<file path="config.mk">
export PLATFORM = sky130hd
export DESIGN_NAME = ahb_arbiter
export DESIGN_NICKNAME = d
export VERILOG_FILES = /design/src/rtl/ahb_pkg.sv /design/src/rtl/ahb_rr_pick.sv /design/src/rtl/ahb_arbiter.sv
export SDC_FILE = /design/constraint.sdc
export NUM_CORES = 1
export LEC_CHECK = 0
export ABC_AREA = 1
export CAP_MARGIN = 15
export CORE_ASPECT_RATIO = 1.5
export CORE_UTILIZATION = 38
export CTS_CLUSTER_SIZE = 10
export DETAILED_ROUTE_END_ITERATION = 16
export PLACE_DENSITY = 0.57
export SLEW_MARGIN = 0
export SYNTH_ARGS = -nofsm -noshare
export SYNTH_HDL_FRONTEND = slang
export SYNTH_HIERARCHICAL = 1
export SYNTH_SLANG_ARGS = --single-unit
</file>
<file path="constraint.sdc">
create_clock -name HCLK -period 3.4 [get_ports HCLK]
set_input_delay 0.68 -clock HCLK [delete_from_list [all_inputs] [get_ports HCLK]]
set_output_delay 0.68 -clock HCLK [all_outputs]
set_load 0.02 [all_outputs]
</file>
<file path="src/rtl/ahb_pkg.sv">
// Shared AHB encodings, arbiter FSM states and fixed-burst beat lengths.
// Pure definitions only: no latency and no flow control of its own.
package ahb_pkg;

  localparam logic [1:0] TRANS_IDLE   = 2'b00;
  localparam logic [1:0] TRANS_BUSY   = 2'b01;
  localparam logic [1:0] TRANS_NONSEQ = 2'b10;
  localparam logic [1:0] TRANS_SEQ    = 2'b11;

  localparam logic [2:0] BURST_SINGLE = 3'b000;
  localparam logic [2:0] BURST_INCR   = 3'b001;

  localparam int CNT_W = 5;
  localparam logic [CNT_W-1:0] BEATS_4  = 5'd4;
  localparam logic [CNT_W-1:0] BEATS_8  = 5'd8;
  localparam logic [CNT_W-1:0] BEATS_16 = 5'd16;

  typedef enum logic [1:0] {
    ST_PARK  = 2'd0,
    ST_OWN   = 2'd1,
    ST_BURST = 2'd2,
    ST_LOCK  = 2'd3
  } arb_state_t;

  // Zero for SINGLE/INCR, i.e. bursts whose length the arbiter does not track.
  function automatic logic [CNT_W-1:0] burst_beats(input logic [2:0] hburst);
    case (hburst[2:1])
      2'b01:   burst_beats = BEATS_4;
      2'b10:   burst_beats = BEATS_8;
      2'b11:   burst_beats = BEATS_16;
      default: burst_beats = '0;
    endcase
  endfunction

endpackage

</file>
<file path="src/rtl/ahb_rr_pick.sv">
// Round-robin picker: first set req bit searching upward from last_winner+1.
// Purely combinational, zero latency; valid low when no request is set.
module ahb_rr_pick #(
  parameter int N  = 3,
  parameter int MW = $clog2(N)
) (
  input  logic [N-1:0]  req,
  input  logic [MW-1:0] last_winner,
  output logic [N-1:0]  grant,
  output logic [MW-1:0] index,
  output logic          valid
);

  int           pos;
  logic [N-1:0] shifted;

  always_comb begin
    grant   = '0;
    index   = '0;
    valid   = 1'b0;
    pos     = 0;
    shifted = '0;
    for (int k = 1; k <= N; k++) begin
      pos     = (int'(last_winner) + k) % N;
      shifted = req >> pos;
      if (!valid && shifted[0]) begin
        valid = 1'b1;
        index = MW'(pos);
        grant = {{(N-1){1'b0}}, 1'b1} << pos;
      end
    end
  end

endmodule

</file>
<file path="src/rtl/ahb_arbiter.sv">
// AHB bus arbiter: round-robin grant with burst tracking and locked sequences.
// Grant changes one edge after an arbitration point; HREADY=0 or BUSY freezes everything.
module ahb_arbiter
  import ahb_pkg::*;
#(
  parameter int NO_OF_MANAGERS = 3,
  parameter int MW             = $clog2(NO_OF_MANAGERS)
) (
  input  logic                      HCLK,
  input  logic                      HRESET,
  input  logic [NO_OF_MANAGERS-1:0] HBUSREQ,
  input  logic [NO_OF_MANAGERS-1:0] HLOCK,
  input  logic [1:0]                HTRANS,
  input  logic [2:0]                HBURST,
  input  logic                      HREADY,
  output logic [NO_OF_MANAGERS-1:0] HGRANT,
  output logic [MW-1:0]             HMASTER,
  output logic [MW-1:0]             HMASTER_D,
  output logic                      HMASTLOCK
);

  localparam logic [NO_OF_MANAGERS-1:0] GRANT_PARK = {{(NO_OF_MANAGERS-1){1'b0}}, 1'b1};

  arb_state_t                state, state_nxt;
  logic [CNT_W-1:0]          cnt, cnt_nxt;
  logic [MW-1:0]             last_winner, last_winner_nxt;
  logic [NO_OF_MANAGERS-1:0] grant_nxt;
  logic [MW-1:0]             master_nxt;
  logic                      lock_nxt;

  logic                      hold, start_burst, final_beat, base_arb, arb;
  logic [NO_OF_MANAGERS-1:0] others, cand, pick_grant;
  logic [MW-1:0]             pick_idx;
  logic                      pick_vld;

  assign hold        = !HREADY || (HTRANS == TRANS_BUSY);
  assign start_burst = (HTRANS == TRANS_NONSEQ) && (HBURST[2:1] != 2'b00);
  assign final_beat  = (state == ST_BURST) && (HTRANS == TRANS_SEQ) && (cnt == 5'd1);
  assign base_arb    = (state == ST_PARK) || (HTRANS == TRANS_IDLE) ||
                       ((HTRANS == TRANS_NONSEQ) && (HBURST == BURST_SINGLE)) ||
                       ((state == ST_OWN) && (HBURST == BURST_INCR) && !HBUSREQ[HMASTER]) ||
                       final_beat;
  assign arb         = !hold && base_arb && !((state == ST_LOCK) && HLOCK[HMASTER]);

  // The current owner only competes when nobody else is asking.
  assign others = HBUSREQ & ~HGRANT;
  assign cand   = (others != '0) ? others : HBUSREQ;

  ahb_rr_pick #(.N(NO_OF_MANAGERS), .MW(MW)) u_pick (
    .req         (cand),
    .last_winner (last_winner),
    .grant       (pick_grant),
    .index       (pick_idx),
    .valid       (pick_vld)
  );

  always_ff @(posedge HCLK or posedge HRESET) begin
    if (HRESET) begin
      state       <= ST_PARK;
      cnt         <= '0;
      last_winner <= MW'(NO_OF_MANAGERS - 1);
      HGRANT      <= GRANT_PARK;
      HMASTER     <= '0;
      HMASTER_D   <= '0;
      HMASTLOCK   <= 1'b0;
    end else begin
      state       <= state_nxt;
      cnt         <= cnt_nxt;
      last_winner <= last_winner_nxt;
      HGRANT      <= grant_nxt;
      HMASTER     <= master_nxt;
      HMASTLOCK   <= lock_nxt;
      if (HREADY) HMASTER_D <= HMASTER;
    end
  end

  // cnt counts SEQ beats still owed after the accepted NONSEQ, so the last beat sees 1.
  always_comb begin
    state_nxt = state;
    cnt_nxt   = cnt;
    if (arb) begin
      cnt_nxt = '0;
      if (!pick_vld) begin
        state_nxt = ST_PARK;
      end else if (HLOCK[pick_idx]) begin
        state_nxt = ST_LOCK;
      end else if (start_burst && (pick_idx == HMASTER)) begin
        state_nxt = ST_BURST;
        cnt_nxt   = burst_beats(HBURST) - 5'd1;
      end else begin
        state_nxt = ST_OWN;
      end
    end else if (!hold && (state != ST_LOCK)) begin
      if (start_burst) begin
        state_nxt = ST_BURST;
        cnt_nxt   = burst_beats(HBURST) - 5'd1;
      end else if ((state == ST_BURST) && (HTRANS == TRANS_SEQ)) begin
        cnt_nxt = cnt - 5'd1;
      end else if (state == ST_BURST) begin
        state_nxt = ST_OWN;
        cnt_nxt   = '0;
      end
    end
  end

  always_comb begin
    grant_nxt       = HGRANT;
    master_nxt      = HMASTER;
    lock_nxt        = HMASTLOCK;
    last_winner_nxt = last_winner;
    if (arb) begin
      if (pick_vld) begin
        grant_nxt       = pick_grant;
        master_nxt      = pick_idx;
        lock_nxt        = HLOCK[pick_idx];
        last_winner_nxt = pick_idx;
      end else begin
        grant_nxt  = GRANT_PARK;
        master_nxt = '0;
        lock_nxt   = 1'b0;
      end
    end
  end

endmodule

</file>
* Word level (Yosys, flattened, before mapping)
Index checks and enable logic that the tools add are counted.
Storage, ports and cells: latch bits 0, memories kept 0, bits in writable memories 0, bits in read-only memories 0, input bits 14, bits in registers 17, output and inout port bits 8
Operators by class: add/subtract/negate cells 6, reductions and logical operators 35, muxes and demuxes 43, equality and inequality tests 14, order comparisons 2, shifts and indexed selects 6, $mul 0, divide/modulo/power cells 3, bitwise logic cells 2
Operators with widths (number):
- remainder unit 32 x 3 -> 32 bit, second input constant | 3
- left shift 1 x 32 -> 3 bit, first input constant | 3
- >> shifter 3 x 32 -> 1 bit | 3
- two-way mux 5 bit | 15
- two-way mux 2 bit | 12
- two-way mux 3 bit | 5
- case mux 5 bit (3 select lines) | 1
- subtractor 5 x 1 -> 5 bit, second input constant | 3
- logical AND 1 bit | 13
- equality test 2 bit, second input constant | 6
- two-way mux 1 bit | 7
- adder 2 x 2 -> 3 bit, second input constant | 2
- binary-select mux 1 bit (select 2 bit) | 3
- equality test 2 x 1 -> 1 bit, second input constant | 3
- logical NOT 1 bit | 6
- < comparator 2 x 3 -> 1 bit, second input constant | 2
- nonzero test 3 bit | 2
- equality test 5 x 1 -> 1 bit, second input constant | 1
- logical OR 1 bit | 5
- logical NOT 2 bit | 2
- AND reduction 2 bit | 2
- nonzero test 2 bit | 2
- nonzero test 4 bit | 1
- adder 2 x 1 -> 3 bit, second input constant | 1
- other kinds (8) | 8

* Depth between registers and ports, before layout
word-level depth 23, gate-level depth with buffers 24, depth with buffers taken out 24

* Cells and area by module
Netlist, hierarchy kept.
By module, submodules not included:
- ahb_arbiter | seq. area each 427.9 µm², area an instance 1249.9 µm², cells an instance 187, instances 1
- ahb_rr_pick | seq. area each 0.0 µm², area an instance 479.2 µm², cells an instance 77, instances 1

* Least setup slack after synthesis
Ideal clock, no wire load.
kind register to register, start point register last_winner[1], end point register state[0], arrival time 2.734 ns, library setup time 0.118 ns, required time 3.282 ns, cell stages (with the launch flop) 22, slack 0.548 ns, buffers on the path 0, cell sequence dfstp_2 > inv_1 > ha_1 > inv_2 > nand3_1 > ha_1 > nor2_1 > nand2_1 > nand2_4 > nand3_4 > nand3_2 > nand3_1 > inv_1 > nand2_1 > nand2_1 > nand3_1 > nor2_1 > nor2_1 > nand3_1 > nand2_1 > nand3_1 > nand2_1
Between the ends: word-level cells in the longest chain between the ends 16, elaborated cells between the ends (all ways) 27, those cells by class add/sub (3); div (3); eq/ne (1); shift (3); mux (12); reduce/logical (5)
RTL lines:
- start: declaration | RTL line ahb_arbiter.sv:26 | logic [MW-1:0] last_winner, last_winner_nxt;
- start signal: assignment | RTL line ahb_arbiter.sv:61 | last_winner <= MW'(NO_OF_MANAGERS - 1);
- start signal: assignment | RTL line ahb_arbiter.sv:69 | last_winner <= last_winner_nxt;
- adder 2 x 1 -> 3 bit | RTL line ahb_rr_pick.sv:24 | pos = (int'(last_winner) + k) % N;
- remainder unit 32 x 3 -> 32 bit | RTL line ahb_rr_pick.sv:24
- >> shifter 3 x 32 -> 1 bit | RTL line ahb_rr_pick.sv:25 | shifted = req >> pos;
- two-way mux 1 bit | RTL line ahb_rr_pick.sv:26 | if (!valid && shifted[0]) begin
- logical NOT 1 bit | RTL line ahb_rr_pick.sv:26
- logical AND 1 bit | RTL line ahb_rr_pick.sv:26
- two-way mux 1 bit | RTL line ahb_rr_pick.sv:26
- logical NOT 1 bit | RTL line ahb_rr_pick.sv:26
- logical AND 1 bit | RTL line ahb_rr_pick.sv:26
- two-way mux 2 bit * | RTL line ahb_rr_pick.sv:26
- net pick_idx[1] | RTL line ahb_arbiter.sv:33 | logic [MW-1:0] pick_idx;
- equality test 2 bit | RTL line ahb_arbiter.sv:87 | end else if (start_burst && (pick_idx == HMASTER)) begin
- logical AND 1 bit | RTL line ahb_arbiter.sv:87
- two-way mux 2 bit | RTL line ahb_arbiter.sv:87
- two-way mux 2 bit * | RTL line ahb_arbiter.sv:85 | end else if (HLOCK[pick_idx]) begin
- two-way mux 2 bit * | RTL line ahb_arbiter.sv:83 | if (!pick_vld) begin
- two-way mux 2 bit * | RTL line ahb_arbiter.sv:81 | if (arb) begin
- end signal: assignment | RTL line ahb_arbiter.sv:67 | state <= state_nxt;
- end: declaration | RTL line ahb_arbiter.sv:24 | arb_state_t state, state_nxt;
The timed path passes the listed nets; every way through them passes the cells marked *. The select of a mux whose other input is x is not followed. A chain may end at the register's enable or synchronous reset.

* Worst setup path after layout
start point register last_winner[1], end point register cnt[3]
Between the ends: word-level cells in the longest chain between the ends 16, elaborated cells between the ends (all ways) 27, those cells by class add/sub (3); div (3); eq/ne (1); shift (3); mux (12); reduce/logical (5)
RTL lines:
- adder 2 x 1 -> 3 bit | RTL line ahb_rr_pick.sv:24
- remainder unit 32 x 3 -> 32 bit | RTL line ahb_rr_pick.sv:24
- >> shifter 3 x 32 -> 1 bit | RTL line ahb_rr_pick.sv:25
- two-way mux 1 bit | RTL line ahb_rr_pick.sv:26
- logical NOT 1 bit | RTL line ahb_rr_pick.sv:26
- logical AND 1 bit | RTL line ahb_rr_pick.sv:26
- two-way mux 1 bit | RTL line ahb_rr_pick.sv:26
- logical NOT 1 bit | RTL line ahb_rr_pick.sv:26
- logical AND 1 bit | RTL line ahb_rr_pick.sv:26
- two-way mux 2 bit * | RTL line ahb_rr_pick.sv:26
- net pick_idx[1] | RTL line ahb_arbiter.sv:33
- equality test 2 bit | RTL line ahb_arbiter.sv:87
- logical AND 1 bit | RTL line ahb_arbiter.sv:87
- two-way mux 5 bit | RTL line ahb_arbiter.sv:87
- two-way mux 5 bit * | RTL line ahb_arbiter.sv:85
- two-way mux 5 bit * | RTL line ahb_arbiter.sv:83
- two-way mux 5 bit * | RTL line ahb_arbiter.sv:81
- end signal: assignment | RTL line ahb_arbiter.sv:68 | cnt <= cnt_nxt;
- end: declaration | RTL line ahb_arbiter.sv:25 | logic [CNT_W-1:0] cnt, cnt_nxt;
Marked as above.

==> flow_summary.yaml <==
outcome:
  status: "completed"
critical_path:
  cp_max_fo: 10
  ff2ff_setup_slack_ns: 0.36
  crit_start: "last_winner[1]$_DFFE_PP1P_"
  reg2reg_depth: 22
  r2r-end: "cnt[3]$_DFFE_PP0P_"
  required_ns: 3.60
  worstReg2RegStart: "last_winner[1]$_DFFE_PP1P_"
  critPathCapture: "cnt[3]$_DFFE_PP0P_"
  startpoint_type: "flip-flop"
  end_kind: "flip-flop"
  crit_arrival_ns: 3.24
  worstSetupPathType: "flip-flop to flip-flop"
power_and_ir_drop:
  seqPwrFrac: 0.198
  switching_share: 0.538
  clockPowerShare: 0.084
  comb_power_share: 0.718
  vdd.ir_drop.worst_uv: 370
  p_switching_mw: 1.01
  power.internal_mw: 0.872
  p_per_area_nw_per_um2: 917
  p_leak_nw: 1.04
place:
  gp_congestion: 0.791
  numPortBuffers: 21
  dp_hpwl_um: 3380
  placed_area_um2: 1990
synthesis:
  synth_area_um2: 1730
  async_reset_ff_frac: 1.00
  syn_area_per_cell_um2: 6.55
  synth_cell_types: 28
  synth_seq_cells: 17
  yosysSeqAreaShare: 0.247
  syn_inst: 264
  synth_edf_count: 0
  synthesis.nets: 293
  ys_warn_count: 6
  synth_ff_type: "dfrtp_1"
clock_tree:
  clkTransAtPathRegs_ns: 0.07
  ctsHoldBuffers: 0
  cts_sinks: 17
  insertion_delay_ns: 0.26
  tritoncts: "built"
  cts_buffer_depth: 2
  htree_levels: 1
  cts_buffers: 3
  cts_root_buf: "clkbuf_8"
route:
  drt_iter0_markers: 79
  wl_um: 4120
  wl_per_cell_um: 12.3
  drc: 0
  ant_nets: 0
  dr.pass1.iters: 4
  num_vias: 1684
  avgViaCountPerCell: 5.01
timing:
  rsz0062_at_grt: "false"
  hold_viol_final: 0
  worstMarginPinSlew_ns: 0.697
  setup_viol: 0
  drv_slew: 0
  skew_ns: 0.00174
  maxSlewHeadroom: 0.535
  hold_ws_ns: 0.507
  fin_crit_sh: 0.895
  fmax_mhz: 329
  period_needed_ns: 3.04
global_route:
  grt_max_degree: 18
  grt-ovfl-total: 0
  antenna_found_initial: 0
  grt_pass1_vias: 1656
  globalRouteTotalUtil: 0.194
  grt_pass1_wl_um: 7250
finish:
  drive_gt1_frac: 0.128
  seqCellArea_um2: 428
  fin_nets: 320
  multi_input_area_um2: 1120
  nFillCells: 458
  design_area_um2: 2060
  n_antenna_cell: 0
  areaGrowthSynthToFinish_pct: 19.0
die:
  initial_utilization: 0.404
  core_um2: 4280
  dieArea_um2: 4830
  fp.dieW_um: 57.1
  fp.dieH_um: 84.6
  io_pins: 22
  rows: 29
flow_run:
  drv_cap: 0
worst_hold_path:
  holdCritPathClass: "flip-flop to flip-flop"
-- worst min-delay path by stage --
stage | startpoint | end | slack [ns] | cells after the start
global route | cnt[1]$_DFFE_PP0P_ | cnt[1]$_DFFE_PP0P_ | 0.54 | 2
finish | last_winner[1]$_DFFE_PP1P_ | last_winner[1]$_DFFE_PP1P_ | 0.51 | 2
CTS | last_winner[1]$_DFFE_PP1P_ | last_winner[1]$_DFFE_PP1P_ | 0.51 | 2
global placement | last_winner[1]$_DFFE_PP1P_ | last_winner[1]$_DFFE_PP1P_ | 0.51 | 2
detailed placement | last_winner[1]$_DFFE_PP1P_ | last_winner[1]$_DFFE_PP1P_ | 0.50 | 2
floorplan | last_winner[1]$_DFFE_PP1P_ | last_winner[1]$_DFFE_PP1P_ | 0.48 | 2
-- cells by family after synthesis --
group,Yosys count,share of synthesized area
and+or+nand+nor,150,0.410
xor gates and xnor gates,4,0.0203
buffers and inverters,48,0.113
AOI/OAI and AO/OA,30,0.101
DFF,17,0.247
adders and majority gates,15,0.109
-- routing by layer --
metal  vias to the layer above  wire length, µm  track usage
met5                         -                0            0
met2                        22             2260        0.367
met1                       757             1720        0.213
met4                         0               74       0.0887
met3                         5               61       0.0139
li1                        900                -            -
-- worst max-delay path, stage by stage, from the launching register on --
cell,delay (ns)
dfstp_2,0.58
inv_1,0.07
ha_1,0.34
inv_2,0.09
nand3_1,0.08
ha_1,0.30
nor2_1,0.10
nand2_1,0.10
nand2_4,0.09
nand3_4,0.13
nand3_2,0.12
nand3_2,0.12
inv_1,0.12
nand2_1,0.06
nand2_1,0.07
nand3_2,0.12
nor2_1,0.11
nand2_1,0.05
nor2_1,0.08
nand2_1,0.06
nand2_1,0.07
nand2_1,0.05
nand2_1,0.06
-- Yosys cell counts (4+ instances only) --
library cell	count	area, µm²
nand2_1	73	274
inv_1	37	139
nand3_1	28	140
nor2_1	23	86.3
dfrtp_1	15	375
ha_1	15	188
o21ai_0	10	50.1
inv_2	9	33.8
a21oi_1	8	40.0
nand4_1	8	50.1
nor2_2	5	31.3
nand2_2	4	25.0
o21ai_1	4	20.0
o22ai_1	4	25.0
-- placed cells by master (no fill, tap or decap), types with 5 or more instances in the layout --
| cell | n |
|---|---|
| nand2_1 | 73 |
| ha_1 | 15 |
| nand3_1 | 25 |
| nand3_2 | 5 |
| clkdlybuf4s50_1 | 21 |
| o21ai_0 | 10 |
| nor2_2 | 5 |
| dfrtp_1 | 15 |
| inv_2 | 9 |
| nand4_1 | 8 |
| inv_1 | 37 |
| a21oi_1 | 8 |
| nor2_1 | 23 |
-- area by class of cell --
cell class              instances  area share
clock buffers                   4      0.0219
inverters                      46      0.0839
multi-input cells             199       0.545
flip-flops and latches         17       0.208
well taps                      46      0.0280
repair buffers                 24       0.113
-- sequential cells by signal (all words and copies together) (netlist names) --
signal and flops:
HGRANT 3, HMASTER 2, HMASTER_D 2, HMASTLOCK 1
cnt 5, last_winner 2, state 2
-- timing repair --
item	4_1_cts	5_1_grt
setup buffers	0	1
endpoints found under the setup margin	0	6
gates resized for setup	0	4
-- metrics by stage --
stage	power, mW	TNS, ns	util	instances	worst slack (ns)
finish	1.89	0	0.480	336	0.357
global route	2.11	0	0.480	336	0.0337
CTS	1.87	0	0.475	335	0.172
detailed placement	1.71	-0.0786	0.465	331	-0.0336
global placement	1.71	-0.0377	0.465	331	-0.0199
floorplan	1.38	0	-	264	0.548
-- power groups by stage --
stage	combinational (mW)	clock (mW)	sequential [mW]
4_1_cts	1.33	0.161	0.373
5_1_grt	1.56	0.169	0.383
3_3_place_gp	1.33	0	0.377
6_report	1.35	0.158	0.374
2_1_floorplan	0.989	0	0.396
3_5_place_dp	1.33	0	0.376
(Power assumes the default switching activity.)
